===== config.mk =====
export PLATFORM = sky130hd
export DESIGN_NAME = neuron_accumulator_flat
export DESIGN_NICKNAME = d
export VERILOG_FILES = /design/src/rtl/neuron_pkg.sv /design/src/rtl/neuron_accumulator_if.sv /design/src/rtl/neuron_accumulator_sat_relu.sv /design/src/rtl/neuron_accumulator.sv /design/src/flat_wrapper.sv
export SDC_FILE = /design/constraint.sdc
export NUM_CORES = 1
export LEC_CHECK = 0
export ABC_CLOCK_PERIOD_IN_PS = 4000
export CORE_MARGIN = 2
export CORE_UTILIZATION = 37
export CTS_BUF_LIST = sky130_fd_sc_hd__clkbuf_8
export DETAILED_ROUTE_END_ITERATION = 12
export PLACE_DENSITY = 0.55
export SLEW_MARGIN = 40
export SYNTH_ARGS = -nofsm -noshare
export SYNTH_HDL_FRONTEND = slang
export SYNTH_HIERARCHICAL = 1
export SYNTH_SLANG_ARGS = --single-unit

===== constraint.sdc =====
create_clock -name clk -period 4 [get_ports clk]
set_input_delay 0.4 -clock clk [delete_from_list [all_inputs] [get_ports clk]]
set_output_delay 0.4 -clock clk [all_outputs]
set_load 0.01 [all_outputs]

===== src/rtl/neuron_pkg.sv =====
// Shared types and helpers for the neuron accumulator: Q8.18 widths, FSM states
// and the 26-bit saturation function.
package neuron_pkg;

  localparam int VALUE_W  = 26;
  localparam int FRAC_W   = 18;
  localparam int SAT_IN_W = 64;

  typedef enum logic [1:0] {IDLE, ACCUM, FINISH, HOLD} state_t;

  typedef struct packed {
    logic [VALUE_W-1:0] value;
    logic               ovf;
  } sat_t;

  // Callers sign-extend their sum to SAT_IN_W so one function serves any ACC_W.
  function automatic sat_t sat26(input logic signed [SAT_IN_W-1:0] sum);
    sat_t r;
    if (sum > 64'sd33554431) begin
      r.value = 26'h1FFFFFF;
      r.ovf   = 1'b1;
    end else if (sum < -64'sd33554432) begin
      r.value = 26'h2000000;
      r.ovf   = 1'b1;
    end else begin
      r.value = sum[VALUE_W-1:0];
      r.ovf   = 1'b0;
    end
    return r;
  endfunction

endpackage


===== src/rtl/neuron_accumulator_if.sv =====
// Partial-product input and activation output handshakes of the neuron accumulator.
interface neuron_accumulator_if;
  import neuron_pkg::*;

  logic               in_valid;
  logic               in_ready;
  logic [VALUE_W-1:0] in_value;
  logic [VALUE_W-1:0] bias;
  logic               out_valid;
  logic               out_ready;
  logic [VALUE_W-1:0] out_value;
  logic               out_overflow;

  modport master (
    output in_valid, in_value, bias, out_ready,
    input  in_ready, out_valid, out_value, out_overflow
  );

  modport slave (
    input  in_valid, in_value, bias, out_ready,
    output in_ready, out_valid, out_value, out_overflow
  );

endinterface


===== src/rtl/neuron_accumulator_sat_relu.sv =====
// Combinational saturation of the biased neuron sum to Q8.18, with optional ReLU.
module sat_relu
  import neuron_pkg::*;
#(
  parameter int ACC_W = 33,
  parameter int RELU  = 1
) (
  input  logic signed [ACC_W-1:0] sum,
  output logic [VALUE_W-1:0]      value,
  output logic                    ovf
);

  logic signed [SAT_IN_W-1:0] sum_wide;
  sat_t                       sat;

  assign sum_wide = {{(SAT_IN_W-ACC_W){sum[ACC_W-1]}}, sum};

  // ReLU acts after saturation, so a clamped negative overflow still reports ovf.
  always_comb begin
    sat   = sat26(sum_wide);
    value = sat.value;
    ovf   = sat.ovf;
    if (RELU != 0 && sat.value[VALUE_W-1]) begin
      value = '0;
    end
  end

endmodule


===== src/rtl/neuron_accumulator.sv =====
// Accumulates CHUNKS DotProduct partial products, adds bias, saturates/ReLUs,
// and offers the activation on a valid/ready handshake.
module neuron_accumulator
  import neuron_pkg::*;
#(
  parameter int CHUNKS = 79,
  parameter int ACC_W  = 33,
  parameter int RELU   = 1
) (
  input  logic                  clk,
  input  logic                  GlobalReset,
  neuron_accumulator_if.slave   bus
);

  localparam int CNT_W = $clog2(CHUNKS + 1);

  state_t                   state, next_state;
  logic signed [ACC_W-1:0]  acc;
  logic signed [ACC_W-1:0]  in_sext;
  logic signed [ACC_W-1:0]  bias_sext;
  logic signed [ACC_W-1:0]  sum;
  logic [CNT_W-1:0]         cnt;
  logic                     accept;
  logic                     last_beat;
  logic [VALUE_W-1:0]       sat_value;
  logic                     sat_ovf;
  logic [VALUE_W-1:0]       out_value_q;
  logic                     out_overflow_q;

  assign in_sext   = {{(ACC_W-VALUE_W){bus.in_value[VALUE_W-1]}}, bus.in_value};
  assign bias_sext = {{(ACC_W-VALUE_W){bus.bias[VALUE_W-1]}}, bus.bias};
  assign sum       = acc + bias_sext;
  assign accept    = bus.in_valid && bus.in_ready;
  assign last_beat = (state == IDLE  && CHUNKS == 1) ||
                     (state == ACCUM && cnt == CNT_W'(CHUNKS - 1));

  sat_relu #(.ACC_W(ACC_W), .RELU(RELU)) u_sat_relu (
    .sum   (sum),
    .value (sat_value),
    .ovf   (sat_ovf)
  );

  always_ff @(posedge clk) begin
    if (GlobalReset) state <= IDLE;
    else             state <= next_state;
  end

  always_comb begin
    next_state = state;
    unique case (state)
      IDLE, ACCUM: if (accept) next_state = last_beat ? FINISH : ACCUM;
      FINISH:      next_state = HOLD;
      HOLD:        if (bus.out_ready) next_state = IDLE;
      default:     next_state = IDLE;
    endcase
  end

  always_comb begin
    bus.in_ready     = (state == IDLE) || (state == ACCUM);
    bus.out_valid    = (state == HOLD);
    bus.out_value    = out_value_q;
    bus.out_overflow = out_overflow_q;
  end

  // The first beat of a neuron overwrites acc, so no clear is needed between neurons.
  always_ff @(posedge clk) begin
    if (GlobalReset) begin
      acc            <= '0;
      cnt            <= '0;
      out_value_q    <= '0;
      out_overflow_q <= 1'b0;
    end else begin
      unique case (state)
        IDLE: if (accept) begin
          acc <= in_sext;
          cnt <= CNT_W'(1);
        end
        ACCUM: if (accept) begin
          acc <= acc + in_sext;
          cnt <= cnt + 1'b1;
        end
        FINISH: begin
          out_value_q    <= sat_value;
          out_overflow_q <= sat_ovf;
          cnt            <= '0;
        end
        default: ;
      endcase
    end
  end

endmodule


===== src/flat_wrapper.sv =====
// flat-port wrapper written by rule: the top's interface ports become plain ports
module neuron_accumulator_flat import neuron_pkg::*;
#(
  parameter int CHUNKS = 79,
  parameter int ACC_W  = 33,
  parameter int RELU   = 1
)
  (clk, GlobalReset, bus_in_valid, bus_in_value, bus_bias, bus_out_ready, bus_in_ready, bus_out_valid, bus_out_value, bus_out_overflow);
  neuron_accumulator_if bus_i ();
  input  logic clk;
  input  logic GlobalReset;
  input wire logic [$bits(bus_i.in_valid)-1:0] bus_in_valid;
  input wire logic [$bits(bus_i.in_value)-1:0] bus_in_value;
  input wire logic [$bits(bus_i.bias)-1:0] bus_bias;
  input wire logic [$bits(bus_i.out_ready)-1:0] bus_out_ready;
  output wire logic [$bits(bus_i.in_ready)-1:0] bus_in_ready;
  output wire logic [$bits(bus_i.out_valid)-1:0] bus_out_valid;
  output wire logic [$bits(bus_i.out_value)-1:0] bus_out_value;
  output wire logic [$bits(bus_i.out_overflow)-1:0] bus_out_overflow;
  assign bus_i.in_valid = bus_in_valid;
  assign bus_i.in_value = bus_in_value;
  assign bus_i.bias = bus_bias;
  assign bus_i.out_ready = bus_out_ready;
  assign bus_in_ready = bus_i.in_ready;
  assign bus_out_valid = bus_i.out_valid;
  assign bus_out_value = bus_i.out_value;
  assign bus_out_overflow = bus_i.out_overflow;
  neuron_accumulator #(.CHUNKS(CHUNKS), .ACC_W(ACC_W), .RELU(RELU)) u_core (.clk(clk), .GlobalReset(GlobalReset), .bus(bus_i));
endmodule

# Yosys cells after proc, flatten, opt, wreduce, memory -nomap -nowiden

Cells that the tools add are included.

Bits in registers: 69

Add/subtract/negate cells: 3
$lt $le $gt $ge: 2
Equal/unequal tests: 8
Mux-type cells: 13
Reduce and logical (&&, ||, !) cells: 10

Operators with widths:

| kind                                                   | count |
|---|---|
| adder 33 x 26 -> 33 bit                                | 2 |
| 2-to-1 mux 33 bit                                      | 2 |
| case mux 33 bit (2 select lines)                       | 1 |
| 2-to-1 mux 27 bit                                      | 2 |
| > comparator 33 x 26 -> 1 bit (second input constant)  | 1 |
| < comparator 33 x 26 -> 1 bit (second input constant)  | 1 |
| 2-to-1 mux 25 bit                                      | 1 |
| case mux 7 bit (3 select lines)                        | 1 |
| 2-to-1 mux 7 bit                                       | 2 |
| adder 7 x 1 -> 7 bit (second input constant)           | 1 |
| equality test 7 bit (second input constant)            | 1 |
| 2-to-1 mux 2 bit                                       | 3 |
| inequality test 2 x 1 -> 1 bit (second input constant) | 3 |
| case mux 2 bit (3 select lines)                        | 1 |
| AND reduction 3 bit                                    | 2 |
| equality test 2 bit (second input constant)            | 2 |
| nonzero test 3 bit                                     | 1 |
| equality test 2 x 1 -> 1 bit (second input constant)   | 1 |
| logical AND 1 bit                                      | 2 |
| logical NOT 2 bit                                      | 1 |
| inequality test 2 bit (second input constant)          | 1 |
| AND reduction 2 bit                                    | 1 |
| nonzero test 2 bit                                     | 1 |
| OR reduction 2 bit                                     | 1 |
| logical OR 1 bit                                       | 1 |

# Depth between registers and ports, before layout

Depth after elaboration: 5
Depth in mapped cells: 18
Depth with buffers taken out: 16

# Cells and area by module

The synthesis kept the hierarchy.

By module, submodules not included:

| module             | instances | cells each | area an instance (sq um) | seq. area each (sq um) |
|---|---|---|---|---|
| neuron_accumulator | 1         | 780        | 6323.6                   | 1381.3 |
| sat_relu           | 1         | 67         | 337.8                    | 0.0 |

# Worst setup path after synthesis

No wires, ideal clock.

Kind: in2reg
From: input port bus_bias[0]
To: register u_core.out_value_q[10] (netlist: u_core/bus.out_value[10])
Arrival: 3.402 ns
Data required time: 3.872 ns
Path slack: 0.471 ns
Stages: 16
Buffers on the path: 2
Cells stage by stage: ha_1 > fa_1 > a21o_1 > a21o_1 > a211oi_1 > nor4b_1 > o2111ai_1 > a21o_1 > a311oi_2 > a41oi_1 > xnor2_1 > clkbuf_1 > clkbuf_1 > a21oi_1 > mux2i_1 > nor2_1

Longest elaborated chain between the ends: 5
Elaborated cells between the ends (all ways): 6

RTL lines:

| what                          | line                              | RTL |
|---|---|---|
| start: declaration            | flat_wrapper.sv:14                | `input wire logic [$bits(bus_i.bias)-1:0] bus_bias;` |
| adder 33 x 26 -> 33 bit *     | neuron_accumulator.sv:32          | `assign sum = acc + bias_sext;` |
| net u_core.sum[32]            | neuron_accumulator.sv:21          | `logic signed [ACC_W-1:0] sum;` |
| < comparator 33 x 26 -> 1 bit | neuron_pkg.sv:22                  | `end else if (sum < -64'sd33554432) begin` |
| 2-to-1 mux 27 bit             | neuron_pkg.sv:22                  |  |
| 2-to-1 mux 27 bit *           | neuron_pkg.sv:19                  | `if (sum > 64'sd33554431) begin` |
| 2-to-1 mux 25 bit *           | neuron_accumulator_sat_relu.sv:23 | `if (RELU != 0 && sat.value[VALUE_W-1]) begin` |
| net u_core.sat_value[10]      | neuron_accumulator.sv:25          | `logic [VALUE_W-1:0] sat_value;` |
| end signal: assignment        | neuron_accumulator.sv:83          | `out_value_q <= sat_value;` |
| end: declaration              | neuron_accumulator.sv:27          | `logic [VALUE_W-1:0] out_value_q;` |

The timed path passes the listed nets; every way through them passes the cells marked *.
A chain may end at the register's enable or synchronous reset.

# Worst setup path after layout

From: input port bus_bias[17]
To: register u_core.out_value_q[22] (netlist: u_core/bus.out_value[22])

The elaborated chain is that of the path after synthesis.

==> out/results.txt <==
The library cell used most frequently in the layout, excluding fill and tap cells, is sky130_fd_sc_hd__nor2_1. The number of maximum-capacitance constraint violations is 0. Of all nets on the critical path, the largest fanout is 25. Count of flip-flops with a built-in enable after synthesis: 0. In this run the mean area of a mapped cell was 7.86 µm². Clock latency on the worst-skew pair, taken at its later pin, is 0.37 ns. For this design, the sink count on the clock tree is 69. The floorplan step defined a die boundary enclosing 19,100 µm². After detailed routing, the average wire length per cell comes to 15.1 µm.

The tools report the kind of start point of the critical path as an input pin. The tools report the number of nets with antenna violations after routing as 0. The clock network burns 23.0% of the power. The most instantiated flip-flop cell in the synthesis netlist was sky130_fd_sc_hd__dfxtp_1. Row generation in the floorplan step produced 49 rows.

The clock passes through at most 2 buffers. In the routed layout, each cell is associated on average with a via count of 5.26. Setup repair after global routing left no endpoint under its margin. Detailed placement finished with a half-perimeter wire length of 13,800 µm. The initial antenna violation count is 0. The logs give 73 for the number of library cell types mapped by synthesis and 0 for the number of max-slew violations in the final report. The post-CTS setup-driven buffer insertion count was 0; the height of the die was 138 µm. In the post-route analysis, the smallest setup slack over all paths is 0.273 ns. The internal power was 1.57 mW.

The die is 138 µm wide. The setup path with the least slack is of type input pin to register. In this run the standard cell core region covers 17,800 µm². STA classifies the critical path endpoint as a register. Counting flops and latches in the post-synthesis netlist gives 69. The all-layer global routing usage was 18.3%; the clock transition at the registers of the reported paths was 0.07 ns. The register area share after synthesis came out at 20.7%. The global route total overflow is 0. Across the routed clock network, the largest skew measured is 0.0201 ns. TritonCTS built the clock tree. TritonCTS created 9 clock buffers.

For this run, the post-layout net count is 1,064. The kind of path behind the tightest hold check was input pin to register. For this design the top-level I/O count stands at 85. The tools report the total count of hold-check failures in the final report as 0.

For this design the ratio of total power to cell area is 319 nW/µm². The fraction of power spent switching nets works out to 38.3%. The total number of vias came out at 6,142. Buffers inserted to repair hold after CTS numbered 0. The async set-reset flop share out of synthesis is 0%, and the number of antenna cells inserted is 0. In the finished design, the share of the clock period the worst path needs comes to 93.2%. The tree is rooted in a sky130_fd_sc_hd__clkbuf_8. At the pin with the least slew margin, the transition time is 0.750 ns.

The tools report the net count after synthesis as 975. For the worst setup path, the data required time is 4.21 ns. The share of layout cells above drive strength 1 is 8.00%. The tools report the combined area of all synthesized cells as 6660 µm². The run finished with clean final reports. The Yosys warning count is 6, and the number of levels in the clock H-tree is 3. STA puts the critical path data arrival time at 3.94 ns.

For this design the static power due to leakage is 3.42 nW. The initial utilization of the core area, before any placement, comes to 37.3%. At the end of routability-driven placement, the weighted congestion stood at 0.853.

The analysis attributes to net switching a power of 0.977 mW. The run gives 145 µV as the worst vdd rail ir drop. The sum of negative setup slack was 0 ns; the area growth from synthesis to final layout was 20.0%.

The post-synthesis instance total is 847. Setup violations remaining at the end of the flow were counted as 0. The post-route minimum period is 3.73 ns. The logs give 17,600 µm for the final wirelength and 5 for the number of search-and-repair iterations in the first detailed-routing pass.

The worst setup timing slack at the placement stage is -0.189 ns. Input and output buffers added on the ports amount to 84. Timing would allow up to 268 MHz. The detailed router finished its first iteration with 301 violations. The share of total power dissipated in sequential elements is 30.4%. The run gives 5,691 as the number of global-route vias before repair.

In the layout the commonest cells are sky130_fd_sc_hd__nor2_1, sky130_fd_sc_hd__a21oi_1, sky130_fd_sc_hd__clkdlybuf4s50_1. Measured against its own limit, the worst slew margin works out to 50.0%. The logs give 0 for the number of design rule violations left after detail routing and 2.55 mW for the total chip power. The run gives 29,000 µm as the global-route wire length before repair. For the combinational power share, the log shows 46.5%.

Entering global routing, the biggest net connects 65 pins.
==> cell families after synthesis <==
family	count (synthesis)	synth area share (%)
AOI/OAI and AO/OA	270	26.6
xor gates and xnor gates	56	7.36
adders and majority gates	72	13.7
buffers and inverters	85	6.44
DFF	69	20.7
muxes	50	7.55
other	1	0.0563
and+or+nand+nor	244	17.5
==> area by class of cell <==
type | count | area, µm²
fillers | 1807 | 9850
multi-input cells | 693 | 4880
flip-flops and latches | 69 | 1380
repair buffers | 114 | 1070
well taps | 229 | 287
inverters | 49 | 184
clock buffers | 11 | 151
clock inverters | 2 | 35.0
==> worst max-delay path: stages <==
cell,delay (ns)
sky130_fd_sc_hd__clkdlybuf4s50_1,0.47
sky130_fd_sc_hd__ha_1,0.35
sky130_fd_sc_hd__and3_1,0.19
sky130_fd_sc_hd__a221oi_1,0.38
sky130_fd_sc_hd__o21ai_1,0.14
sky130_fd_sc_hd__a31oi_1,0.27
sky130_fd_sc_hd__nor3_1,0.09
sky130_fd_sc_hd__o31a_1,0.25
sky130_fd_sc_hd__o41ai_1,0.26
sky130_fd_sc_hd__o41ai_1,0.15
sky130_fd_sc_hd__xor2_1,0.18
sky130_fd_sc_hd__nor2_1,0.16
sky130_fd_sc_hd__and3_4,0.22
sky130_fd_sc_hd__buf_12,0.16
sky130_fd_sc_hd__a21oi_1,0.08
sky130_fd_sc_hd__mux2i_1,0.13
sky130_fd_sc_hd__nor2_1,0.05
==> through the flow <==
| stage | hold slack [ns] | cell area [µm²] | util, % | std cells |
|---|---|---|---|---|
| after floorplan | 0.452 | 6660 | - | 847 |
| after global placement | 0.476 | 7790 | 43.7 | 1154 |
| after CTS | 0.430 | 7990 | 44.8 | 1167 |
| after global routing | 0.469 | 8000 | 44.8 | 1167 |
| final | 0.456 | 8000 | 44.8 | 1167 |
| after detailed placement | 0.478 | 7800 | 43.7 | 1154 |
==> layer usage <==
metal | global-route usage (%) | wire [µm] | vias up
met1 | 27.5 | 9590 | 2785
met4 | 4.67 | 182 | 0
met2 | 27.7 | 7430 | 83
met3 | 2.04 | 372 | 11
met5 | 0 | 0 | -
li1 | - | - | 3263
==> state kept, by name, indices dropped and copies added (netlist names) <==
register	flops
u_core/acc	33
u_core/cnt	7
u_core/bus.out_overflow	1
u_core/state	2
u_core/bus.out_value	26
==> cell usage after synthesis, drive strengths merged, types with 13 or more instances <==
cell type  count  share of area, %
nor2         100               5.6
a21oi         95               7.2
ha            70                13
dfxtp         69                21
inv           49               2.8
mux2i         48               7.2
nand2         45               2.5
a21o          36               4.1
o21ai         36               2.8
xnor2         34               4.5
a211oi        31               3.5
clkbuf        24               2.3
nor3          23               1.8
xor2          22               2.9
a31oi         13               1.2
nand4         13               1.2
o21bai        13               1.5
==> worst paths after layout <==
check                                              from                  endpoint  slack, ns  depth (start not counted)
worst max-delay path                       bus_bias[17]  u_core/bus.out_value[22]       0.27                         17
worst min register to register  u_core/bus.out_value[2]   u_core/bus.out_value[2]       0.50                          2
worst max register to register            u_core/acc[0]  u_core/bus.out_value[22]       0.42                         17
worst min-delay path                        GlobalReset            u_core/acc[26]       0.46                          4
==> timing repair <==
action,4_1_cts,5_1_grt
resized for setup,0,2
setup endpoints to repair,0,25
endpoints found under the hold margin,0,0
==> power by group through the flow <==
stage	Sequential [mW]	Clock, mW	Combinational (mW)
6_report	0.775	0.587	1.19
5_1_grt	0.780	0.629	1.33
4_1_cts	0.774	0.610	1.18
3_5_place_dp	0.791	0	1.17
3_3_place_gp	0.790	0	1.17
2_1_floorplan	0.767	0	0.881
Power figures use the tool's default switching activity.
